===== src/rtl/fm_modulate.sv =====
// -----------------------------------------------------------------------------
// fm_modulate
//   FM modulator for the return voice link. Each accepted audio sample advances
//   a phase accumulator by LO_fre + audio*dev_gain, then an iterative
//   rotate-mode CORDIC turns a constant-amplitude vector through that phase to
//   produce one complex baseband I/Q sample.
//
// Ports
//   clk_in       system clock, rising edge
//   RST          asynchronous active-high reset
//   LO_fre       carrier/offset frequency word (sampled at accept)
//   dev_gain     unsigned deviation gain (sampled at accept)
//   phase_clr    zero the accumulator before adding (sampled at accept)
//   audio_in     signed audio sample
//   audio_valid  audio_in valid
//   audio_ready  block idle and able to take a sample
//   I_OUT/Q_OUT  signed saturated baseband output, held between samples
//   out_valid    one-cycle strobe marking a new I_OUT/Q_OUT
// -----------------------------------------------------------------------------
module fm_modulate #(
    parameter int INPUT_WIDTH = 12,
    parameter int IQ_WIDTH    = 12,
    parameter int PH_BITS     = 32,
    parameter int ITERATIONS  = 16,
    parameter int AMPLITUDE   = 1243
) (
    input  logic                   clk_in,
    input  logic                   RST,
    input  logic [PH_BITS-1:0]     LO_fre,
    input  logic [15:0]            dev_gain,
    input  logic                   phase_clr,
    input  logic [INPUT_WIDTH-1:0] audio_in,
    input  logic                   audio_valid,
    output logic                   audio_ready,
    output logic [IQ_WIDTH-1:0]    I_OUT,
    output logic [IQ_WIDTH-1:0]    Q_OUT,
    output logic                   out_valid
);

    localparam int XW = IQ_WIDTH + 2;
    localparam int CW = (ITERATIONS > 1) ? $clog2(ITERATIONS) : 1;

    localparam logic signed [XW-1:0] AMP    = XW'(AMPLITUDE);
    localparam logic signed [XW-1:0] SAT_HI = XW'((2 ** (IQ_WIDTH - 1)) - 1);
    localparam logic signed [XW-1:0] SAT_LO = -SAT_HI;

    // The atan table is held at 32-bit angle precision and rescaled to PH_BITS.
    localparam int SH_UP = (PH_BITS >= 32) ? PH_BITS - 32 : 0;
    localparam int SH_DN = (PH_BITS < 32) ? 32 - PH_BITS : 0;
    localparam logic [63:0] RND = (64'd1 << SH_DN) >> 1;

    typedef enum logic [1:0] {IDLE, LOAD, ROT, DONE} state_t;

    // round(atan(2^-i) / (2*pi) * 2^32)
    function automatic logic [PH_BITS-1:0] atan_lut(input logic [CW-1:0] idx);
        logic [63:0] base;
        logic [63:0] scaled;
        case (32'(idx))
            0:  base = 64'd536870912;
            1:  base = 64'd316933406;
            2:  base = 64'd167458907;
            3:  base = 64'd85004756;
            4:  base = 64'd42667331;
            5:  base = 64'd21354465;
            6:  base = 64'd10679838;
            7:  base = 64'd5340245;
            8:  base = 64'd2670163;
            9:  base = 64'd1335087;
            10: base = 64'd667544;
            11: base = 64'd333772;
            12: base = 64'd166886;
            13: base = 64'd83443;
            14: base = 64'd41722;
            15: base = 64'd20861;
            16: base = 64'd10430;
            17: base = 64'd5215;
            18: base = 64'd2608;
            19: base = 64'd1304;
            20: base = 64'd652;
            21: base = 64'd326;
            22: base = 64'd163;
            23: base = 64'd81;
            24: base = 64'd41;
            25: base = 64'd20;
            26: base = 64'd10;
            27: base = 64'd5;
            28: base = 64'd3;
            29: base = 64'd1;
            default: base = 64'd0;
        endcase
        scaled = ((base << SH_UP) + RND) >> SH_DN;
        return scaled[PH_BITS-1:0];
    endfunction

    // Symmetric clamp: the most negative code is never produced.
    function automatic logic [IQ_WIDTH-1:0] sat(input logic signed [XW-1:0] v);
        if (v > SAT_HI)      return SAT_HI[IQ_WIDTH-1:0];
        else if (v < SAT_LO) return SAT_LO[IQ_WIDTH-1:0];
        else                 return v[IQ_WIDTH-1:0];
    endfunction

    state_t                     state_q, state_d;
    logic [PH_BITS-1:0]         phase_q, phase_d;
    logic signed [XW-1:0]       x_q, x_d, y_q, y_d;
    logic signed [PH_BITS-1:0]  z_q, z_d;
    logic [CW-1:0]              iter_q, iter_d;
    logic [IQ_WIDTH-1:0]        i_out_q, i_out_d, q_out_q, q_out_d;
    logic                       out_valid_q, out_valid_d;
    logic                       ready_q, ready_d;

    logic                       accept;
    logic signed [PH_BITS-1:0]  audio_ext, gain_ext, prod;
    logic [PH_BITS-1:0]         fw;
    logic signed [XW-1:0]       x_sh, y_sh;
    logic signed [PH_BITS-1:0]  atan_i;

    assign accept = audio_valid & ready_q;

    // The true product fits in INPUT_WIDTH+16 signed bits, so a PH_BITS-wide
    // multiply of the extended operands equals the sign-extended product.
    assign audio_ext = PH_BITS'($signed(audio_in));
    assign gain_ext  = PH_BITS'(dev_gain);
    assign prod      = audio_ext * gain_ext;
    assign fw        = LO_fre + $unsigned(prod);

    assign x_sh   = x_q >>> iter_q;
    assign y_sh   = y_q >>> iter_q;
    assign atan_i = $signed(atan_lut(iter_q));

    always_comb begin
        state_d     = state_q;
        phase_d     = phase_q;
        x_d         = x_q;
        y_d         = y_q;
        z_d         = z_q;
        iter_d      = iter_q;
        i_out_d     = i_out_q;
        q_out_d     = q_out_q;
        out_valid_d = 1'b0;

        case (state_q)
            IDLE: begin
                if (accept) begin
                    phase_d = (phase_clr ? '0 : phase_q) + fw;
                    state_d = LOAD;
                end
            end
            LOAD: begin
                // Fold quadrants 2/3 onto 0/1 by starting from -AMPLITUDE and
                // taking 180 degrees off the angle.
                if (phase_q[PH_BITS-1] ^ phase_q[PH_BITS-2]) begin
                    x_d = -AMP;
                    z_d = {~phase_q[PH_BITS-1], phase_q[PH_BITS-2:0]};
                end else begin
                    x_d = AMP;
                    z_d = phase_q;
                end
                y_d     = '0;
                iter_d  = '0;
                state_d = ROT;
            end
            ROT: begin
                if (!z_q[PH_BITS-1]) begin
                    x_d = x_q - y_sh;
                    y_d = y_q + x_sh;
                    z_d = z_q - atan_i;
                end else begin
                    x_d = x_q + y_sh;
                    y_d = y_q - x_sh;
                    z_d = z_q + atan_i;
                end
                iter_d = iter_q + 1'b1;
                if (iter_q == CW'(ITERATIONS - 1)) begin
                    // Outputs register on the last micro-rotation so they are
                    // already valid during DONE.
                    i_out_d     = sat(x_d);
                    q_out_d     = sat(y_d);
                    out_valid_d = 1'b1;
                    state_d     = DONE;
                end
            end
            DONE: begin
                state_d = IDLE;
            end
            default: state_d = IDLE;
        endcase

        ready_d = (state_d == IDLE);
    end

    always_ff @(posedge clk_in or posedge RST) begin
        if (RST) begin
            state_q     <= IDLE;
            phase_q     <= '0;
            x_q         <= '0;
            y_q         <= '0;
            z_q         <= '0;
            iter_q      <= '0;
            i_out_q     <= '0;
            q_out_q     <= '0;
            out_valid_q <= 1'b0;
            ready_q     <= 1'b0;
        end else begin
            state_q     <= state_d;
            phase_q     <= phase_d;
            x_q         <= x_d;
            y_q         <= y_d;
            z_q         <= z_d;
            iter_q      <= iter_d;
            i_out_q     <= i_out_d;
            q_out_q     <= q_out_d;
            out_valid_q <= out_valid_d;
            ready_q     <= ready_d;
        end
    end

    assign audio_ready = ready_q;
    assign I_OUT       = i_out_q;
    assign Q_OUT       = q_out_q;
    assign out_valid   = out_valid_q;

endmodule


===== config.mk =====
export PLATFORM = sky130hd
export DESIGN_NAME = fm_modulate
export DESIGN_NICKNAME = d
export VERILOG_FILES = /design/src/rtl/fm_modulate.sv
export SDC_FILE = /design/constraint.sdc
export NUM_CORES = 1
export LEC_CHECK = 0
export CORE_ASPECT_RATIO = 1.75
export CORE_UTILIZATION = 45
export DETAILED_ROUTE_END_ITERATION = 16
export PLACE_DENSITY = 0.63
export SLEW_MARGIN = 20
export SYNTH_ARGS = -nofsm -noshare
export SYNTH_HDL_FRONTEND = slang
export SYNTH_SLANG_ARGS = --single-unit

===== constraint.sdc =====
create_clock -name clk_in -period 6.7 [get_ports clk_in]
set_input_delay 2.01 -clock clk_in [delete_from_list [all_inputs] [get_ports clk_in]]
set_output_delay 2.01 -clock clk_in [all_outputs]
set_load 0.01 [all_outputs]

After elaboration in Yosys (flattened, before gate mapping)
Memories as Yosys holds them, arrays and structs flattened.
Cells that the tools add are included.

storage, ports and cells
  bits in registers = 124
  bits in read-only memories = 480
  output and inout port bits = 26
  memories kept = 1

operators by class
  $add $sub $neg = 9
  multiply operators = 1
  magnitude comparators = 4
  equality and inequality tests = 4
  shifts and indexed selects = 2
  multiplexer cells = 21
  bitwise logic cells = 3
  reduce and logical (&&, ||, !) cells = 5

memories
  memory           words  width  read ports  clocked after Yosys merged registers in  write ports  line  text
  (no name shown)  16     30     1           0                                        0            58    case (32'(idx))

operators with widths
  cell                                                                                count
  32-bit adder                                                                        3
  32-bit two-way mux                                                                  3
  14-bit two-way mux                                                                  5
  32-bit one-hot mux with 2 select lines                                              1
  14-bit one-hot mux with 2 select lines                                              2
  12-bit two-way mux                                                                  4
  32-bit subtractor                                                                   1
  12-bit by 17-bit multiplier with 29-bit output                                      1
  14-bit adder                                                                        2
  14-bit by 12-bit greater-than comparator with 1-bit output (second input constant)  2
  14-bit by 12-bit < comparator with 1-bit output (second input constant)             2
  14-bit by 4-bit >>> shifter with 14-bit output                                      2
  14-bit subtractor                                                                   2
  2-bit one-hot mux with 4 select lines                                               1
  4-bit one-hot mux with 2 select lines                                               1
  4-bit by 1-bit adder with 4-bit output (second input constant)                      1
  2-bit equality test (second input constant)                                         2
  4-bit equality test (second input constant)                                         1
  2-bit logical NOT                                                                   2
  2-bit two-way mux                                                                   2
  2-bit AND reduction                                                                 2
  2-bit by 1-bit equality test with 1-bit output (second input constant)              1
  1-bit two-way mux                                                                   2
  2-bit nonzero test                                                                  1
  3 further kinds                                                                     3

Logic depth before layout (Yosys ltp)
  depth in word-level cells = 7
  depth in mapped cells = 37
  mapped depth without buffers = 36

Worst setup path before layout
No wires, ideal clock.

  path type = input -> register
  start = in audio_in[3]
  end = reg phase_q[30]
  library setup time = 0.131 ns
  arrival = 9.215 ns
  required time = 6.569 ns
  path slack = -2.646 ns
  cell stages on the path = 30
  path buffers = 1
  path through = clkbuf_1 > nand2_1 > fa_1 > fa_1 > fa_1 > inv_1 > fa_1 > inv_1 > fa_1 > inv_1 > ha_1 > or4_1 > o21ai_0 > a21oi_1 > a21o_1 > a21o_1 > xnor2_1 > fa_1 > inv_1 > ha_1 > inv_1 > or2_2 > o22ai_1 > a311oi_1 > o21ai_0 > nand3_1 > o311ai_0 > a21oi_1 > nor4bb_1 > or3_1

on the way
  cells in the longest elaborated chain, start to end = 3

ends and longest elaborated chain
  element                                         line  text
  start: declaration                              32    input logic [INPUT_WIDTH-1:0] audio_in,
  12-bit by 17-bit multiplier with 29-bit output  123   assign prod = audio_ext * gain_ext;
  32-bit adder                                    124   assign fw = LO_fre + $unsigned(prod);
  32-bit adder                                    144   phase_d = (phase_clr ? '0 : phase_q) + fw;
  end signal: assignment                          205   phase_q <= phase_d;
  end: declaration                                103   logic [PH_BITS-1:0] phase_q, phase_d;

No other way between the ends.
A chain may end at the register's enable or synchronous reset.

Worst setup path after layout
  start = in dev_gain[9]
  end = reg phase_q[31]

on the way
  cells in the longest elaborated chain, start to end = 3

ends and longest elaborated chain
  element                                         line  text
  start: declaration                              30    input logic [15:0] dev_gain,
  12-bit by 17-bit multiplier with 29-bit output  123
  32-bit adder                                    124
  32-bit adder                                    144

No other way between the ends.

==> metrics.md <==
| Metric | Value |
|---|---|
| Synth Instances | 2269 |
| All-Layer GR Usage | 26.4% |
| FP Rows | 99 |
| Gp weighted congestion | 0.930 |
| Failing checks | negative setup slack |
| Post-DR wirelength/cell | 17.5 µm |
| Largest net degree at the start of global routing | 68 |
| CTS Root Cell | clkbuf_16 |
| Outcome | complete, but fails checks |
| CP required | 7020 ps |
| Min Tclk post-route | 9030 ps |
| Commonest cells after routing, fill and taps aside | 329 x inv_1, 227 x nand2_1, 217 x buf_4 |
| Placed Cells | 3038 |
| DIE WIDTH | 157 µm |
| Non-Filler Instances | 3137 |
| Share of cells above drive strength 1 | 23.7% |
| Remaining antenna violation count after routing | 0 |
| Post-synth EDFFs | 0 |
| Crit. End Element | flip-flop |
| Post-CTS Hold Buffers | 0 |
| Worst-path maximum fanout | 4 |
| Htree depth | 4 |
| Period utilization | 135% |
| Multi-input gate area in the final layout | 0.0153 mm² |
| N_diodes | 0 |
| WHS | 471 ps |
| Synth warnings | 0 |
| Via count | 17100 |
| PortBufs | 89 |
| Initial Util | 45.7% |
| CTS tree | built |
| R2r setup slk | 590 ps |
| FFs w/ async S/R, synth | 100% |
| Critical Setup Path Class | in2reg |
| Post-Synthesis Mean Instance Area | 8.38 µm² |
| Post-Syn Area | 0.0190 mm² |
| Min-Delay Path Class | reg2reg |
| Sequential area share after synthesis | 16.3% |
| CP Launch Type | primary input |
| # DRC | 0 |
| Register area | 0.00311 mm² |
| Hold Fails Final Rpt | 0 |
| Syn Nets | 2691 |
| Slew @ Worst Pin | 978 ps |
| Worst slack, placed | -3410 ps |
| Slew headroom | 34.7% |
| Initial drt markers | 705 |
| TritonCTS Buffers | 17 |
| Worst path arrival time | 9350 ps |
| Unique cell type count in the Yosys netlist | 81 |
| Via/cell ratio | 5.46 |
| Initial antenna violation count | 0 |
| CP max stage cell | fa_1 |
| Critical Path Max Stage Delay | 570 ps |
| Remaining Overflow, GRT | 0 |
| First-pass GRT wire length | 88900 µm |
| Most used DFF post-synth | dfrtp_1 |
| Critical path origin | dev_gain[9] |
| Worst-Skew Late Latency | 450 ps |
| DRT Pass-1 Iters | 5 |
| Drt total wl | 55000 µm |
| Clock-pin slew on the worst setup and hold paths | 60 ps |
| Layout area overhead | 28.9% |
| Critical register-to-register path startpoint | iter_q[1]$_DFFE_PP0P_ |
| CP dominant cell by count | fa_1 |
| Max-cap viol count | 0 |
| Buffer depth of the longest clock path | 2 |
| Placed cell area | 0.0224 mm² |
| Most common cell after layout, fill and taps aside | inv_1 |
| R2R depth | 21 |
| Post-DP HPWL | 43400 µm |
| Final setup fails | 23 |
| Final net count | 2992 |
| Final Cell Area | 0.0245 mm² |
| Maximum clock rate | 111 MHz |
| Reg2Reg Capture Point | Q_OUT[2]$_DFFE_PP0P_ |
| Vias in the first global route | 18300 |
| # clock sinks | 124 |
| Top Ports | 90 |
| Die Y | 274 µm |
| # fillers | 3757 |
| Seq cells post-synth | 124 |
| Final worst slack | -2330 ps |
| RSZ-0062 raised after global routing | yes |
| Min-delay src | I_OUT[0]$_DFFE_PP0P_ |
| Die ar. | 0.0431 mm² |
| Hold path depth | 2 |
| Min-Delay Endpoint | I_OUT[0]$_DFFE_PP0P_ |
| Final clock skew | 10.8 ps |
| Core area | 0.0416 mm² |
| Slew Limit Fails | 0 |
[cell type report]
class                   instances  share of cell area [%]
multi-input cells            1687                    62.4
repair buffers                376                    14.1
flip-flops and latches        124                    12.7
inverters                     364                    5.59
well taps                     555                    2.83
clock buffers                  19                    1.81
clock inverters                12                   0.674
[timing repair]
item	4_1_cts	5_1_grt
resized for setup	273	103
cloned	6	0
buffers inserted	47	21
pin swaps	109	71
setup endpoints to repair	26	24
[kinds of logic (layout without fill, tap and decap cells)]
| logic type | Yosys count | in the layout | share of synthesized area [%] |
|---|---|---|---|
| adders and majority gates | 358 | 358 | 30.5 |
| and+or+nand+nor | 603 | 603 | 14.8 |
| xor gates and xnor gates | 145 | 145 | 6.72 |
| muxes | 83 | 83 | 6.08 |
| AOI/OAI and AO/OA | 498 | 498 | 16.3 |
| DFF | 124 | 124 | 16.3 |
| buffers and inverters | 458 | 771 | 9.29 |
[routing by layer]
metal	global-route usage [%]	vias to the layer above	part of all wire [%]
met4	16.2	0	6.4
met3	2.89	178	2.3
met5	0	-	0
met2	53.9	387	58
li1	-	8146	-
met1	24.0	8421	33
[sequential cells by signal (all words and copies together), names as in the netlist]
signal / cells
I_OUT: 12
audio_ready: 1
x_q: 14
Q_OUT: 12
phase_q: 32
z_q: 32
iter_q: 4
out_valid: 1
y_q: 14
state_q: 2
[how the worst max path moves through the flow]
stage,endpoint
6_report,phase_q[31]$_DFFE_PP0P_
5_1_grt,phase_q[31]$_DFFE_PP0P_
4_1_cts,phase_q[31]$_DFFE_PP0P_
3_5_place_dp,phase_q[31]$_DFFE_PP0P_
3_3_place_gp,phase_q[31]$_DFFE_PP0P_
2_1_floorplan,phase_q[31]$_DFFE_PP0P_
[critical path, delay by kind of cell]
family | cells | cell delay, ps
multiplexers | 1 | 100
XOR/XNOR | 1 | 180
adder cells (fa/ha/maj) | 8 | 3480
buffers and inverters | 8 | 680
AND/OR/NAND/NOR | 7 | 820
AO/OA/AOI/OAI | 13 | 2060
[Yosys cell counts (all sizes together) (21+ instances only)]
library cell / number / share of area [%]
inv: 364 / 7.2
nand2: 255 / 5.0
ha: 182 / 12
fa: 176 / 19
a21oi: 170 / 4.5
nor2: 139 / 2.8
dfrtp: 124 / 16
o21ai: 110 / 2.9
xnor2: 88 / 4.1
clkbuf: 73 / 1.4
and2: 60 / 2.0
xor2: 57 / 2.6
a21o: 46 / 1.8
mux2i: 39 / 2.1
o21a: 28 / 1.1
mux4: 24 / 2.8
a31oi: 22 / 0.72
nand2b: 22 / 0.72
nor3: 22 / 0.61
buf: 21 / 0.66
[stage by stage]
step                      setup TNS, ps  util [%]
after global placement           -56410      53.7
after floorplan                  -27760         -
after global routing             -39390      58.9
final                            -33900      58.9
after CTS                        -32580      57.9
after detailed placement         -58090      53.7
Power is not shown: default switching activity piles up to over one toggle a cycle in this logic, so the estimate is an artifact.
